[config.mk]
export PLATFORM = sky130hd
export DESIGN_NAME = decoder_proj_stable_flat
export DESIGN_NICKNAME = d
export VERILOG_FILES = /design/src/rtl/decoder_proj_stable_pkg.sv /design/src/rtl/decoder_proj_stable_if.sv /design/src/rtl/decoder_proj_sync.sv /design/src/rtl/decoder_proj_stable.sv /design/src/flat_wrapper.sv
export SDC_FILE = /design/constraint.sdc
export NUM_CORES = 1
export LEC_CHECK = 0
export BUFFER_PORTS_ARGS = -buffer_cell sky130_fd_sc_hd__buf_2
export CORE_ASPECT_RATIO = 1.75
export CORE_UTILIZATION = 55
export CTS_CLUSTER_DIAMETER = 30
export DETAILED_ROUTE_END_ITERATION = 10
export PLACE_DENSITY = 0.81
export SYNTH_ARGS = -nofsm -noshare
export SYNTH_HDL_FRONTEND = slang
export SYNTH_HIERARCHICAL = 1
export SYNTH_SLANG_ARGS = --single-unit
[constraint.sdc]
create_clock -name wb_clk_i -period 4.62 [get_ports wb_clk_i]
set_input_delay 0.462 -clock wb_clk_i [delete_from_list [all_inputs] [get_ports wb_clk_i]]
set_output_delay 0.462 -clock wb_clk_i [all_outputs]
set_load 0.1 [all_outputs]
[src/rtl/decoder_proj_stable_pkg.sv]
// Shared types and the decode helper for the filtered pad decoder.
// decode() works on the widest supported code; callers cast down to their own width.
package decoder_proj_pkg;

    localparam int MAX_CODE_W = 8;
    localparam int MAX_OUT_W  = 2 ** MAX_CODE_W;

    typedef enum logic [1:0] {
        MODE_ONEHOT = 2'b00,
        MODE_THERM  = 2'b01,
        MODE_INV    = 2'b10,
        MODE_HOLD   = 2'b11
    } mode_e;

    typedef enum logic [1:0] {
        ST_IDLE   = 2'b00,
        ST_SETTLE = 2'b01,
        ST_COMMIT = 2'b10
    } state_e;

    // Hold mode never reaches here in practice; it yields zero so the caller decides.
    function automatic logic [MAX_OUT_W-1:0] decode(input logic [MAX_CODE_W-1:0] code,
                                                    input mode_e mode);
        logic [MAX_OUT_W-1:0] res;
        res = '0;
        for (int i = 0; i < MAX_OUT_W; i++) begin
            case (mode)
                MODE_ONEHOT: res[i] = (i == int'(code));
                MODE_THERM:  res[i] = (i <= int'(code));
                MODE_INV:    res[i] = (i != int'(code));
                default:     res[i] = 1'b0;
            endcase
        end
        return res;
    endfunction

endpackage

[src/rtl/decoder_proj_stable_if.sv]
// Pad-side bus of the filtered decoder: code/control in, decoded results out.
interface decoder_proj_stable_if #(
    parameter int CODE_W = 4,
    parameter int CNT_W  = 8
);
    localparam int OUT_W = 2 ** CODE_W;

    logic [CODE_W-1:0] io_in;
    logic              en;
    logic [1:0]        mode;
    logic [OUT_W-1:0]  dec_out;
    logic [CODE_W-1:0] dec_code;
    logic              dec_valid;
    logic [CNT_W-1:0]  evt_cnt;
    logic              busy;

    modport master (
        output io_in, en, mode,
        input  dec_out, dec_code, dec_valid, evt_cnt, busy
    );

    modport slave (
        input  io_in, en, mode,
        output dec_out, dec_code, dec_valid, evt_cnt, busy
    );

endinterface

[src/rtl/decoder_proj_sync.sv]
// Multi-stage flop chain bringing the asynchronous pad code into the wb_clk_i domain.
module decoder_proj_sync #(
    parameter int CODE_W      = 4,
    parameter int SYNC_STAGES = 2
) (
    input  logic              wb_clk_i,
    input  logic              wb_rst_i,
    input  logic [CODE_W-1:0] async_i,
    output logic [CODE_W-1:0] sync_o
);

    logic [CODE_W-1:0] stage_q [SYNC_STAGES];

    always_ff @(posedge wb_clk_i) begin
        if (wb_rst_i) begin
            for (int i = 0; i < SYNC_STAGES; i++) begin
                stage_q[i] <= '0;
            end
        end else begin
            stage_q[0] <= async_i;
            for (int i = 1; i < SYNC_STAGES; i++) begin
                stage_q[i] <= stage_q[i-1];
            end
        end
    end

    assign sync_o = stage_q[SYNC_STAGES-1];

endmodule

[src/rtl/decoder_proj_stable.sv]
// Filtered pad decoder: a code is accepted only after STABLE_CYC identical synced samples,
// then decoded into a registered vector and counted with a saturating counter.
module decoder_proj_stable
    import decoder_proj_pkg::*;
#(
    parameter int CODE_W      = 4,
    parameter int SYNC_STAGES = 2,
    parameter int STABLE_CYC  = 4,
    parameter int CNT_W       = 8
) (
    input  logic                  wb_clk_i,
    input  logic                  wb_rst_i,
    decoder_proj_stable_if.slave  bus
);

    localparam int OUT_W    = 2 ** CODE_W;
    localparam int CNT_BITS = $clog2(STABLE_CYC);

    logic [CODE_W-1:0]   sync;
    state_e              state_q, state_d;
    logic [CNT_BITS-1:0] cnt_q, cnt_d;
    logic [CODE_W-1:0]   cand_q, cand_d;
    logic [CODE_W-1:0]   dec_code_q, dec_code_d;
    logic [OUT_W-1:0]    dec_out_q, dec_out_d;
    logic                dec_valid_q, dec_valid_d;
    logic [CNT_W-1:0]    evt_cnt_q, evt_cnt_d;
    mode_e               mode;
    logic                holdMode;

    decoder_proj_sync #(
        .CODE_W      (CODE_W),
        .SYNC_STAGES (SYNC_STAGES)
    ) u_sync (
        .wb_clk_i (wb_clk_i),
        .wb_rst_i (wb_rst_i),
        .async_i  (bus.io_in),
        .sync_o   (sync)
    );

    assign mode     = mode_e'(bus.mode);
    assign holdMode = (mode == MODE_HOLD);

    always_ff @(posedge wb_clk_i) begin
        if (wb_rst_i) begin
            state_q     <= ST_IDLE;
            cnt_q       <= '0;
            cand_q      <= '0;
            dec_code_q  <= '0;
            dec_out_q   <= '0;
            dec_valid_q <= 1'b0;
            evt_cnt_q   <= '0;
        end else begin
            state_q     <= state_d;
            cnt_q       <= cnt_d;
            cand_q      <= cand_d;
            dec_code_q  <= dec_code_d;
            dec_out_q   <= dec_out_d;
            dec_valid_q <= dec_valid_d;
            evt_cnt_q   <= evt_cnt_d;
        end
    end

    // Outside COMMIT the output tracks the committed code in the current mode,
    // so a mode change alone shows up one cycle later without a valid pulse.
    always_comb begin
        state_d     = state_q;
        cnt_d       = cnt_q;
        cand_d      = cand_q;
        dec_code_d  = dec_code_q;
        dec_valid_d = 1'b0;
        evt_cnt_d   = evt_cnt_q;
        dec_out_d   = holdMode ? dec_out_q
                               : OUT_W'(decode(MAX_CODE_W'(dec_code_q), mode));

        case (state_q)
            ST_IDLE: begin
                if (bus.en && !holdMode && (sync != dec_code_q)) begin
                    state_d = ST_SETTLE;
                    cand_d  = sync;
                    cnt_d   = CNT_BITS'(1);
                end
            end
            ST_SETTLE: begin
                if (!bus.en || holdMode) begin
                    state_d = ST_IDLE;
                end else if (sync == dec_code_q) begin
                    state_d = ST_IDLE;
                end else if (sync != cand_q) begin
                    cand_d = sync;
                    cnt_d  = CNT_BITS'(1);
                end else if (cnt_q == CNT_BITS'(STABLE_CYC - 1)) begin
                    state_d = ST_COMMIT;
                end else begin
                    cnt_d = cnt_q + CNT_BITS'(1);
                end
            end
            // Commit completes even if hold mode arrives now; hold then just freezes dec_out.
            ST_COMMIT: begin
                dec_code_d  = cand_q;
                dec_out_d   = holdMode ? dec_out_q
                                       : OUT_W'(decode(MAX_CODE_W'(cand_q), mode));
                dec_valid_d = 1'b1;
                evt_cnt_d   = (&evt_cnt_q) ? evt_cnt_q : evt_cnt_q + CNT_W'(1);
                state_d     = ST_IDLE;
            end
            default: begin
                state_d = ST_IDLE;
            end
        endcase
    end

    assign bus.dec_out   = dec_out_q;
    assign bus.dec_code  = dec_code_q;
    assign bus.dec_valid = dec_valid_q;
    assign bus.evt_cnt   = evt_cnt_q;
    assign bus.busy      = (state_q != ST_IDLE);

endmodule

[src/flat_wrapper.sv]
// flat-port wrapper written by rule: the top's interface ports become plain ports
module decoder_proj_stable_flat import decoder_proj_pkg::*;
#(
    parameter int CODE_W      = 4,
    parameter int SYNC_STAGES = 2,
    parameter int STABLE_CYC  = 4,
    parameter int CNT_W       = 8
)
  (wb_clk_i, wb_rst_i, bus_io_in, bus_en, bus_mode, bus_dec_out, bus_dec_code, bus_dec_valid, bus_evt_cnt, bus_busy);
  decoder_proj_stable_if #(.CODE_W(CODE_W), .CNT_W(CNT_W)) bus_i ();
  input  logic wb_clk_i;
  input  logic wb_rst_i;
  input wire logic [$bits(bus_i.io_in)-1:0] bus_io_in;
  input wire logic [$bits(bus_i.en)-1:0] bus_en;
  input wire logic [$bits(bus_i.mode)-1:0] bus_mode;
  output wire logic [$bits(bus_i.dec_out)-1:0] bus_dec_out;
  output wire logic [$bits(bus_i.dec_code)-1:0] bus_dec_code;
  output wire logic [$bits(bus_i.dec_valid)-1:0] bus_dec_valid;
  output wire logic [$bits(bus_i.evt_cnt)-1:0] bus_evt_cnt;
  output wire logic [$bits(bus_i.busy)-1:0] bus_busy;
  assign bus_i.io_in = bus_io_in;
  assign bus_i.en = bus_en;
  assign bus_i.mode = bus_mode;
  assign bus_dec_out = bus_i.dec_out;
  assign bus_dec_code = bus_i.dec_code;
  assign bus_dec_valid = bus_i.dec_valid;
  assign bus_evt_cnt = bus_i.evt_cnt;
  assign bus_busy = bus_i.busy;
  decoder_proj_stable #(.CODE_W(CODE_W), .SYNC_STAGES(SYNC_STAGES), .STABLE_CYC(STABLE_CYC), .CNT_W(CNT_W)) u_core (.wb_clk_i(wb_clk_i), .wb_rst_i(wb_rst_i), .bus(bus_i));
endmodule
==> metrics.md, run 1 <==
| Metric | Value |
|---|---|
| CTS Buf Count | 5 |
| Die W | 55.7 um |
| Status | complete, no violations |
| First-pass GRT wire length | 11.5 mm |
| Synth warn | 6 |
| Least-Margin Pin Slew | 0.860 ns |
| Reg clk slew, reported paths | 0.09 ns |
| Top post-synthesis cells by area | dfxtp_1 (32%), a21oi_1 (5.8%), nor2_1 (5.4%) |
| Port buffer count | 38 |
| Placed Cells | 422 |
| Number of flops mapped to enable cells by yosys | 0 |
| Post-synthesis cell count | 370 |
| Power per cell area | 275 nW/um^2 |
| Top-count cell post-synth | dfxtp_1 |
| IO Count | 39 |
| Clk_skew | 0.00973 ns |
| Residual DRC | 0 |
| Post-synth top cells | dfxtp_1 (45), nor2_1 (40), a21oi_1 (32) |
| Root buf cell | clkbuf_8 |
| RSZ-0062 raised after global routing | false |
| Number of global-route vias before repair | 2475 |
| GRT Total Usage | 0.269 |
| Die Area | 5350 sq um |
| Post-synthesis adder-cell area fraction | 0.00901 |
| Worst Path Required | 4.79 ns |
| Hold_buf cts | 0 |
| Total grt overflow | 0 |
| XOR/XNOR Fraction of Synth Area | 0.0599 |
| Nets | 388 |
| Number of synthesized register bits | 45 |
| DR vias | 2770 |
| Max-cap check violation count | 0 |
| Crit. End Element | register |
| Routed Antenna Nets | 0 |
| Post-DP HPWL | 4.61 mm |
| Largest area contributor in the netlist | dfxtp_1 |
| CTS tree | built |
| Max rail drop VDD | 0.238 mV |
| Drt wl/cell | 16.4 um |
| Mapped cell area | 2780 sq um |
| Hold Slack | 0.372 ns |
| Core area | 4750 sq um |
| Ys flop type | dfxtp_1 |
| Final setup violation count | 0 |
| Post-CTS Setup Inserts | 0 |
| H-tree levels | 2 |
| WS Path Type | input pin to register |
| Resized cells post-CTS | 0 |
| Arrival time worst endpoint | 2.48 ns |
| Final wirelength | 7.06 mm |
| Synth top area share | 0.324 |
| Final Max Tran Viols | 0 |
| Die Span Y | 96.0 um |
| Simple-gate portion of the synthesized area | 0.267 |
| Cell Count, Final, Fillers Out | 430 |
| Post-synthesis cell type count | 55 |
| Layout cells sized above 1 | 0.140 |
| Area delta synth->final | 6.13% |
| Register-to-Register Setup Slack | 2.42 ns |
| Initial drt markers | 143 |
| Tcrit/Tclk final | 0.501 |
| Post-synthesis net count | 381 |
| Clk sink count | 45 |
| Total iterations of the first detailed-routing run | 5 |
| Main combinational cell family by area after synthesis | simple AND/OR/NAND/NOR gates |
| Share of the yosys chip area belonging to registers | 0.324 |
| Avg Inst Size Synth | 7.51 sq um |
| Hold Vio Cnt, Final | 0 |
| Compound-Gate Fraction of Synth Area | 0.236 |
| Initial antenna violation count | 0 |
| Core Rows | 33 |
| Mux contribution to synthesized area | 0.0293 |
| CP startpoint kind | input pin |
| Largest net degree at the start of global routing | 51 |
| Clock Path Buffers | 2 |
| Final Wtd Congestion | 0.905 |
| Setup TNS | 0 ns |
| Slew headroom | 0.427 |
| Initial core utilization | 0.585 |
| Diode count | 0 |
| Leak pwr | 1.17 nW |
| FILL cells | 430 |
| Worst hold path type | input pin to register |
| Clock Latency Late Sink | 0.30 ns |
| Vias per inst | 6.44 |
| Fmax | 432 MHz |
| Async SR Flop Fraction | 0 |
| Min cycle time layout | 2.31 ns |
| Critical path peak fanout | 50 |
placed cells by master, fill, tap and decap left out, types with 2 or more instances in the layout:
master	Yosys	routed
dfxtp_1	45	45
nor2_1	40	40
buf_2	12	38
a21oi_1	32	32
nand2_1	28	28
o21ai_0	24	24
nor3_1	16	16
nor2b_1	12	12
xor2_1	11	11
nand3_1	11	11
xnor2_1	8	8
mux2i_1	7	7
inv_1	7	7
nand4_1	7	7
o22ai_1	7	7
a211oi_1	6	6
clkbuf_8	0	5
nand2b_1	5	5
a311oi_1	5	5
and3_1	5	5
or2_2	4	4
and4_1	4	4
a22oi_1	4	4
a31oi_1	3	3
o221ai_1	3	3
a21o_1	3	3
clkinvlp_4	0	2
o21a_1	2	2
or3_1	2	2
o31ai_1	2	2
or4_1	2	2
a221oi_1	2	2
o22a_1	2	2
ha_1	2	2
through the flow:
stage	power [mW]	setup WS (ns)	area, sq um	util
3_3_place_gp	0.568	2.09	2860	0.602
5_1_grt	0.845	2.19	2950	0.621
2_1_floorplan	0.546	2.26	2780	-
4_1_cts	0.818	2.37	2950	0.621
3_5_place_dp	0.570	2.04	2860	0.602
6_report	0.810	2.31	2950	0.621
final cells by class:
cell class,count,area (sq um),area share
Multi-Input combinational cell,279,1670,0.567
Sequential cell,45,901,0.306
Timing Repair Buffer,39,198,0.0671
Clock buffer,6,72.6,0.0246
Tap cell,52,65.1,0.0221
Inverter,7,26.3,0.00891
Clock inverter,2,15.0,0.00509
flip-flops by register name (all words and copies together), names as in the netlist:
name	count
u_core/cnt_q	2
u_core/bus.dec_out	16
u_core/state_q	2
u_core/bus.dec_code	4
u_core/cand_q	4
u_core/bus.dec_valid	1
u_core/bus.evt_cnt	8
u_core/u_sync/stage_q	8
cell families after synthesis:
group                    after synthesis
buffers and inverters                 46
flip-flops                            45
AO/OA/AOI/OAI                        104
adder cells (fa/ha/maj)                2
XOR/XNOR                              19
multiplexers                           8
AND/OR/NAND/NOR                      146
layer usage:
metal | global-route usage | wire length, um
met2 | 0.481 | 3530
met1 | 0.306 | 2730
met4 | 0.142 | 260
met3 | 0.0403 | 528
met5 | 0 | 0
final timing paths:
kind	start	end	cells past startpoint
hold / removal	bus_io_in[2]	u_core/u_sync/stage_q[0][2]$_SDFF_PP0_	2
hold reg to reg	u_core/u_sync/stage_q[0][0]$_SDFF_PP0_	u_core/u_sync/stage_q[0][4]$_SDFF_PP0_	1
setup / recovery	bus_mode[1]	u_core/bus.dec_out[5]$_SDFFE_PP0N_	5
setup reg to reg	u_core/cand_q[1]$_SDFFE_PP0P_	u_core/cnt_q[1]$_SDFFE_PP0P_	5
where the power goes:
group	switching [mW]	internal, mW	total (mW)
Clock	0.140	0.107	0.247
Combinational	0.114	0.0366	0.151
Sequential	0.0111	0.401	0.412
critical path, stage by stage:
cell and delay, ns:
buf_2 0.59, nand2_1 0.59, nand2_1 0.31, a211oi_1 0.10, a2111oi_0 0.43
(Power assumes the default switching activity.)
==> run 2, diff against run 1 <==
Settings changed: ABC_AREA set to 1, CORE_UTILIZATION 55 to 52, PLACE_DENSITY 0.81 to 0.8.
Clock period 4.62 ns to 1.89 ns, I/O delays scaled along.
==> run 2 against run 1 <==
- the run now ends with design-rule violations left
- setup slack got worse by 2.1 ns
- register-to-register slack got worse by 2.2 ns
- routed wire length increased by 18%
- critical path depth increased by 2
- via count increased by 15%
- flip-flop and latch count unchanged
- clock power increased to 2.5 times the previous value
- first-iteration DRC count increased by 75%
- clock skew decreased by 0.0027 ns
- critical path type is now register to register
- largest cell class unchanged
==> metrics.md, run 2 <==
| Metric | Value |
|---|---|
| Initial drt markers | 250 (was 143) |
| CP startpoint kind | register (was input pin) |
| Final design instance area without fill | 3090 sq um (was 2950 sq um) |
| Max FFs per register | 16 (unchanged) |
| Post-Place Cell Area | 3000 sq um (was 2860 sq um) |
| Worst flop-to-flop path endpoint | u_core/bus.dec_out[14]$_SDFFE_PP0N_ (was u_core/cnt_q[1]$_SDFFE_PP0P_) |
| CTS tree | built (unchanged) |
| Critical path peak fanout | 7 (was 50) |
| Final setup violation count | 0 (unchanged) |
| Pint | 1.37 mW (was 0.544 mW) |
| Final Wtd Congestion | 1.00 (was 0.905) |
| Worst setup margin | 0.214 ns (was 2.31 ns) |
| H-tree levels | 2 (unchanged) |
| Arrival time worst endpoint | 1.85 ns (was 2.48 ns) |
| Total grt overflow | 0 (unchanged) |
| Share of the yosys chip area belonging to registers | 0.323 (was 0.324) |
| IO Count | 39 (unchanged) |
| Post-DP HPWL | 6.10 mm (was 4.61 mm) |
| DR vias | 3186 (was 2770) |
| Post-synth top cells | nand2_1 (120), inv_1 (56), nand3_1 (54) (was dfxtp_1 (45), nor2_1 (40), a21oi_1 (32)) |
| Top-count cell post-synth | nand2_1 (was dfxtp_1) |
| Port buffer count | 38 (unchanged) |
| Mapped cell area | 2790 sq um (was 2780 sq um) |
| Crit. End Element | register (unchanged) |
| Avg Inst Size Synth | 6.07 sq um (was 7.51 sq um) |
| Diode count | 0 (unchanged) |
| CP delay by family, top | compound AO/OA/AOI/OAI gates (was simple AND/OR/NAND/NOR gates) |
| Cell Count, Final, Fillers Out | 545 (was 430) |
| Max rail drop VDD | 0.408 mV (was 0.238 mV) |
| Worst path max stage delay | 0.42 ns (was 0.59 ns) |
| Post-synthesis net count | 471 (was 381) |
| Die W | 57.4 um (was 55.7 um) |
| Async SR Flop Fraction | 0 (unchanged) |
| Core area | 5060 sq um (was 4750 sq um) |
| CTS Buf Count | 5 (unchanged) |
| WS Path Type | register to register (was input pin to register) |
| Root buf cell | clkbuf_8 (unchanged) |
| Slew headroom | 0.677 (was 0.427) |
| Layout cells sized above 1 | 0.153 (was 0.140) |
| Routed Antenna Nets | 0 (unchanged) |
| Hold_buf cts | 0 (unchanged) |
| Initial antenna violation count | 0 (unchanged) |
| Placed Cells | 538 (was 422) |
| Crit-path slowest cell | dfxtp_2 (was buf_2) |
| Die Area | 5670 sq um (was 5350 sq um) |
| GRT Total Usage | 0.309 (was 0.269) |
| Ys flop type | dfxtp_1 (unchanged) |
| Reg clk slew, reported paths | 0.09 ns (about the same) |
| First-pass GRT wire length | 13.6 mm (was 11.5 mm) |
| Post-synthesis cell type count | 27 (was 55) |
| Synth warn | 6 (unchanged) |
| Clk_skew | 0.00707 ns (was 0.00973 ns) |
| Number of synthesized register bits | 45 (unchanged) |
| Largest area contributor in the netlist | dfxtp_1 (unchanged) |
| Crit path buffers/inverters | 1 (unchanged) |
| Clk pwr share | 0.304 (was 0.305) |
| Leak pwr | 1.55 nW (was 1.17 nW) |
| Synth top area share | 0.323 (was 0.324) |
| Net Sw Power | 0.695 mW (was 0.266 mW) |
| Switching share of power | 0.337 (was 0.328) |
| Post-synthesis cell count | 460 (was 370) |
| Most frequent cells in the layout | nand2_1 (120), inv_1 (56), nand3_1 (54) (was dfxtp_1 (45), nor2_1 (40), buf_2 (38)) |
| Drt wl/cell | 15.3 um (was 16.4 um) |
| Final wirelength | 8.36 mm (was 7.06 mm) |
| Pre-CTS WS | 0.320 ns (was 2.04 ns) |
| Final Max Tran Viols | 0 (unchanged) |
| Most common cell after layout, fill and taps aside | nand2_1 (was dfxtp_1) |
| Resized cells post-CTS | 0 (unchanged) |
| Number of flops mapped to enable cells by yosys | 0 (unchanged) |
| Clk sink count | 45 (unchanged) |
| Residual DRC | 2 (was 0) |
| Worst Path Required | 2.06 ns (was 4.79 ns) |
| Initial core utilization | 0.551 (was 0.585) |
| Number of global-route vias before repair | 2933 (was 2475) |
| Min cycle time layout | 1.68 ns |
| Hold Path Sink | u_core/u_sync/stage_q[0][3]$_SDFF_PP0_ (was u_core/u_sync/stage_q[0][2]$_SDFF_PP0_) |
| Die Span Y | 98.9 um (was 96.0 um) |
| Crit-path cells | inv_2, nor2_1, nand2_1, nand2_1, o21ai_0, o21ai_1, a21oi_1 (was buf_2, nand2_1, nand2_1, a211oi_1, a2111oi_0) |
| Most frequent CP cell | nand2_1 (unchanged) |
| Post-CTS Setup Inserts | 0 (unchanged) |
| Clock Latency Late Sink | 0.30 ns (about the same) |
| Reg2reg path depth | 7 (was 5) |
| Vias per inst | 5.85 (was 6.44) |
| Combinational share of power | 0.204 (was 0.187) |
| Failing checks | design-rule violations |
| Register-to-Register Setup Slack | 0.21 ns (was 2.42 ns) |
| Status | finished, violations left (was complete, no violations) |
| Area delta synth->final | 10.7% (was 6.13%) |
| RSZ-0062 raised after global routing | false (unchanged) |
| Worst hold path type | input pin to register (unchanged) |
| Power per cell area | 668 nW/um^2 (was 275 nW/um^2) |
| Max-cap check violation count | 0 (unchanged) |
| Clock Path Buffers | 2 (unchanged) |
| Fmax | 597 MHz |
| Nets | 502 (was 388) |
| Hold path depth | 3 (was 2) |
| Core Rows | 34 (was 33) |
| Critical R2R Launch | u_core/bus.dec_code[1]$_SDFFE_PP0P_ (was u_core/cand_q[1]$_SDFFE_PP0P_) |
| Tcrit/Tclk final | 0.887 |
| Least-Margin Pin Slew | 0.480 ns (was 0.860 ns) |
| Top post-synthesis cells by area | dfxtp_1 (32%), nand2_1 (16%), nand3_1 (9.7%) (was dfxtp_1 (32%), a21oi_1 (5.8%), nor2_1 (5.4%)) |
| Largest net degree at the start of global routing | 30 (was 51) |
| Sequential cell fraction of total power | 0.493 (was 0.509) |
| Total iterations of the first detailed-routing run | 9 (was 5) |
| Hold Vio Cnt, Final | 0 (unchanged) |
| Hold_sp | bus_io_in[3] (was bus_io_in[2]) |
==> run 2: changes by cell type after synthesis, sizes merged, moves of 7 or more <==
| cell | previous run | this run |
|---|---|---|
| clkbuf | 18 | 4 |
| xor2 | 11 | 2 |
| xnor2 | 8 | 1 |
| mux2i | 7 | 0 |
| a211oi | 7 | 0 |
| nor2b | 12 | 1 |
| inv | 7 | 62 |
| o22ai | 7 | 0 |
| nor3 | 17 | 6 |
| nand3 | 11 | 55 |
| o21ai | 24 | 45 |
| nand2 | 28 | 123 |
| nor2 | 40 | 53 |
==> run 2: tightest hold or removal path, stage by stage <==
cell	delay, ns
buf_2	0.07
inv_1	0.03
nor2_1	0.06
==> run 2: logic make-up after synthesis <==
logic type	Yosys count	share of synthesized area
and+or+nand+nor	248	0.386
buffers and inverters	82	0.126
AOI/OAI and AO/OA	80	0.147
DFF	45	0.323
xor gates and xnor gates	3	0.00942
adders and majority gates	2	0.00897
==> run 2: through the flow <==
step	total power, mW	util	hold WS (ns)	TNS [ns]
after global placement	1.45	0.592	0.388	0
after global routing	2.16	0.610	0.0921	0
after detailed placement	1.45	0.592	0.396	0
after floorplan	1.36	-	0.258	-0.00130
final	2.06	0.610	0.0866	0
after CTS	2.07	0.610	0.0843	0
==> run 2: power groups by stage <==
stage / clock (mW) / combinational [mW] / sequential (mW)
3_3_place_gp: 0 / 0.412 / 1.04
5_1_grt: 0.682 / 0.456 / 1.02
4_1_cts: 0.637 / 0.415 / 1.02
6_report: 0.627 / 0.420 / 1.02
3_5_place_dp: 0 / 0.413 / 1.04
2_1_floorplan: 0 / 0.208 / 1.16
==> run 2: worst max-delay path by stage <==
| stage | startpoint | endpoint | slack, ns | cells after the start |
|---|---|---|---|---|
| after CTS | u_core/bus.dec_code[0]$_SDFFE_PP0P_ | u_core/bus.dec_out[9]$_SDFFE_PP0N_ | 0.35 | 8 |
| after global routing | u_core/bus.dec_code[1]$_SDFFE_PP0P_ | u_core/bus.dec_out[8]$_SDFFE_PP0N_ | 0.14 | 6 |
| after detailed placement | bus_mode[1] | u_core/bus.dec_out[13]$_SDFFE_PP0N_ | 0.32 | 9 |
| after global placement | u_core/bus.dec_code[1]$_SDFFE_PP0P_ | u_core/bus.dec_out[9]$_SDFFE_PP0N_ | 0.32 | 8 |
| final | u_core/bus.dec_code[1]$_SDFFE_PP0P_ | u_core/bus.dec_out[14]$_SDFFE_PP0N_ | 0.21 | 7 |
| after floorplan | u_core/bus.evt_cnt[7]$_SDFFE_PP0P_ | u_core/bus.evt_cnt[4]$_SDFFE_PP0P_ | -0.001 | 6 |
==> run 2: routing by layer <==
metal / wire length (um) / GRT usage
met1: 2970 / 0.331
met2: 4190 / 0.537
met3: 539 / 0.0315
met4: 662 / 0.238
met5: 0 / 0
==> run 2: layout make-up <==
type | instances | area [sq um]
inverter | 62 | 233
timing repair buffer | 44 | 248
clock inverter | 1 | 7.51
sequential | 45 | 912
tap | 54 | 67.6
fill | 509 | 1970
multi-input combinational | 333 | 1540
clock buffer | 6 | 82.6
==> run 3, diff against run 2 <==
Settings changed: SETUP_SLACK_MARGIN set to 0.05, SYNTH_HIERARCHICAL 1 to not set.
==> run 3 against run 2 <==
- the flow still finishes with violations (design-rule violations)
- global-route usage decreased by 0.41 points
- combinational power decreased by 1%
- via count decreased by 3.5%
- sequential share of layout area increased by 0.088 points
- die area decreased by 1.7%
- critical path type unchanged
- critical endpoint is now u_core.bus.dec_out[5]$_SDFFE_PP0N_
==> metrics.md, run 3 <==
| Metric | Value |
|---|---|
| Post-synthesis cell type count | 25 (was 27) |
| Setup TNS | 0 ns (unchanged) |
| Critical R2R Launch | u_core.cand_q[2]$_SDFFE_PP0P_ (was u_core/bus.dec_code[1]$_SDFFE_PP0P_) |
| FILL cells | 516 (was 509) |
| RSZ-0062 raised after global routing | false (unchanged) |
| Worst Path Required | 2.09 ns (was 2.06 ns) |
| Post-synth top cells | nand2_1 (150), nor2_1 (51), dfxtp_1 (45) (was nand2_1 (120), inv_1 (56), nand3_1 (54)) |
| Net Sw Power | 0.706 mW (was 0.695 mW) |
| Async SR Flop Fraction | 0 (unchanged) |
| Largest area contributor in the netlist | dfxtp_1 (unchanged) |
| Min cycle time layout | 1.59 ns (was 1.68 ns) |
| Hold_sp | bus_io_in[2] (was bus_io_in[3]) |
| Worst path max stage delay | 0.49 ns (was 0.42 ns) |
| Placed Cells | 545 (was 538) |
| Initial antenna violation count | 0 (unchanged) |
| Top-count cell post-synth | nand2_1 (unchanged) |
| Failing checks | design-rule violations (unchanged) |
| Residual DRC | 4 (was 2) |
| H-tree levels | 2 (unchanged) |
| Core Rows | 34 (unchanged) |
| Core area | 5020 sq um (was 5060 sq um) |
| Diode count | 0 (unchanged) |
| Crit. End Element | register (unchanged) |
| Clock Path Buffers | 2 (unchanged) |
| Power per cell area | 663 nW/um^2 (was 668 nW/um^2) |
| CP startpoint kind | register (unchanged) |
| Status | finished, violations left (unchanged) |
| Post-synthesis net count | 473 (was 471) |
| Final wirelength | 8.01 mm (was 8.36 mm) |
| Max-cap check violation count | 0 (unchanged) |
| Post-DP HPWL | 5.97 mm (was 6.10 mm) |
| Fmax | 630 MHz (was 597 MHz) |
| Clock Latency Late Sink | 0.31 ns (was 0.30 ns) |
| Hold Vio Cnt, Final | 0 (unchanged) |
| Leak pwr | 1.50 nW (was 1.55 nW) |
| Max rail drop VDD | 0.562 mV (was 0.408 mV) |
| Root buf cell | clkbuf_8 (unchanged) |
| Number of global-route vias before repair | 2873 (was 2933) |
| Clk sink count | 45 (unchanged) |
| Synth warn | 0 (was 6) |
| Clk pwr share | 0.300 (was 0.304) |
| Reg clk slew, reported paths | 0.09 ns (about the same) |
| Resized cells post-CTS | 0 (unchanged) |
| Vias per inst | 5.56 (was 5.85) |
| Least-Margin Pin Slew | 0.519 ns (was 0.480 ns) |
| Tcrit/Tclk final | 0.840 (was 0.887) |
| Avg Inst Size Synth | 5.93 sq um (was 6.07 sq um) |
| Combinational share of power | 0.203 (was 0.204) |
| Nets | 509 (was 502) |
| Routed Antenna Nets | 0 (unchanged) |
| First-pass GRT wire length | 13.2 mm (was 13.6 mm) |
| Slew headroom | 0.653 (was 0.677) |
| Most common cell after layout, fill and taps aside | nand2_1 (unchanged) |
| Initial core utilization | 0.546 (was 0.551) |
| Post-synthesis cell count | 462 (was 460) |
| Die Area | 5580 sq um (was 5670 sq um) |
| FF+latch area | 913 sq um (was 912 sq um) |
| Post-CTS Setup Inserts | 0 (unchanged) |
| Synth top area share | 0.329 (was 0.323) |
| Arrival time worst endpoint | 1.78 ns (was 1.85 ns) |
| Total grt overflow | 0 (unchanged) |
| Crit-path cells | inv_2, nor2_1, nand2_1, o21ai_1, nand3_1, o21ai_1, a21oi_1 (was inv_2, nor2_1, nand2_1, nand2_1, o21ai_0, o21ai_1, a21oi_1) |
| Initial drt markers | 133 (was 250) |
| Switching share of power | 0.345 (was 0.337) |
| Hold_buf cts | 0 (unchanged) |
| Top post-synthesis cells by area | dfxtp_1 (33%), nand2_1 (21%), nor2_1 (7.0%) (was dfxtp_1 (32%), nand2_1 (16%), nand3_1 (9.7%)) |
| Share of the yosys chip area belonging to registers | 0.329 (was 0.323) |
| Total power | 2.04 mW (was 2.06 mW) |
| Core Util, Final | 0.614 (was 0.610) |
| Worst Setup SP | u_core.cand_q[2]$_SDFFE_PP0P_ (was u_core/bus.dec_code[1]$_SDFFE_PP0P_) |
| Area of the multi-input gates | 1550 sq um (was 1540 sq um) |
| DR vias | 3073 (was 3186) |
| Max FFs per register | 16 (unchanged) |
| Number of flops mapped to enable cells by yosys | 0 (unchanged) |
| Die W | 56.9 um (was 57.4 um) |
| GRT Total Usage | 0.305 (was 0.309) |
| Largest net degree at the start of global routing | 25 (was 30) |
| Sequential cell fraction of total power | 0.496 (was 0.493) |
| Final Max Tran Viols | 0 (unchanged) |
| Final setup violation count | 0 (unchanged) |
| Pint | 1.34 mW (was 1.37 mW) |
| Ys flop type | dfxtp_1 (unchanged) |
| Crit-path slowest cell | dfxtp_1 (was dfxtp_2) |
| Crit path buffers/inverters | 1 (unchanged) |
| Number of synthesized register bits | 45 (unchanged) |
| CTS tree | built (unchanged) |
| Critical path peak fanout | 7 (unchanged) |
| Cell Count, Final, Fillers Out | 553 (was 545) |
| Die Span Y | 98.0 um (was 98.9 um) |
| Mapped cell area | 2740 sq um (was 2790 sq um) |
| Port buffer count | 38 (unchanged) |
| Area delta synth->final | 12.6% (was 10.7%) |
| Total iterations of the first detailed-routing run | 9 (unchanged) |
| Worst hold path type | input pin to register (unchanged) |
| Final Wtd Congestion | 1.05 (was 1.00) |
| Most frequent cells in the layout | nand2_1 (150), nor2_1 (51), nand3_1 (38), buf_2 (38), dfxtp_1 (35) (was nand2_1 (120), inv_1 (56), nand3_1 (54)) |
| CP delay by family, top | simple AND/OR/NAND/NOR gates (was compound AO/OA/AOI/OAI gates) |
| WS Path Type | register to register (unchanged) |
| Hold Slack | 0.0876 ns (was 0.0866 ns) |
| Clk_skew | 0.0102 ns (was 0.00707 ns) |
| Most frequent CP cell | o21ai_1 (was nand2_1) |
| Drt wl/cell | 14.5 um (was 15.3 um) |
| IO Count | 39 (unchanged) |
| CTS Buf Count | 5 (unchanged) |
| Layout cells sized above 1 | 0.186 (was 0.153) |
run 3: final timing paths:
path         slack (ns)                                     end  depth (start not counted)
max                0.30      u_core.bus.dec_out[5]$_SDFFE_PP0N_                          7
min                0.09  u_core.u_sync.stage_q[0][2]$_SDFF_PP0_                          3
min reg2reg        0.40  u_core.u_sync.stage_q[0][5]$_SDFF_PP0_                          2
max reg2reg        0.30      u_core.bus.dec_out[5]$_SDFFE_PP0N_                          7
run 3: kinds of logic after synthesis:
| kind of cell | Yosys count | share of synthesized area |
|---|---|---|
| and+or+nand+nor | 257 | 0.387 |
| adders and majority gates | 2 | 0.00913 |
| AOI/OAI and AO/OA | 82 | 0.159 |
| buffers and inverters | 73 | 0.106 |
| DFF | 45 | 0.329 |
| xor gates and xnor gates | 3 | 0.00959 |
run 3: worst min-delay path: stages:
cell    delay (ns)
buf_2         0.07
inv_1         0.03
nor2_1        0.06
run 3: power by group through the flow:
stage	clock network [mW]	logic, mW	registers (mW)
after floorplan	0	0.206	1.16
after global placement	0	0.410	1.03
after detailed placement	0	0.410	1.04
after CTS	0.615	0.411	1.01
after global routing	0.649	0.454	1.02
final	0.614	0.416	1.01
run 3: stage by stage:
stage | instance area [sq um] | setup slack, ns
finish | 3080 | 0.303
floorplan | 2750 | 0.106
global route | 3080 | 0.165
global placement | 3000 | 0.348
detailed placement | 3000 | 0.359
CTS | 3080 | 0.361
run 3: area by class of cell:
class	count	share of cell area
multi-input cells	344	0.502
well taps	54	0.0219
repair buffers	48	0.0860
clock buffers	6	0.0235
flip-flops and latches	45	0.296
inverters	54	0.0657
clock inverters	2	0.00487
run 3: layer usage:
metal / vias to the layer above / track usage / part of all wire
met3: 38 / 0.0477 / 0.053
met4: 0 / 0.189 / 0.061
met2: 140 / 0.557 / 0.51
li1: 1547 / - / -
met1: 1348 / 0.315 / 0.37
met5: - / 0 / 0
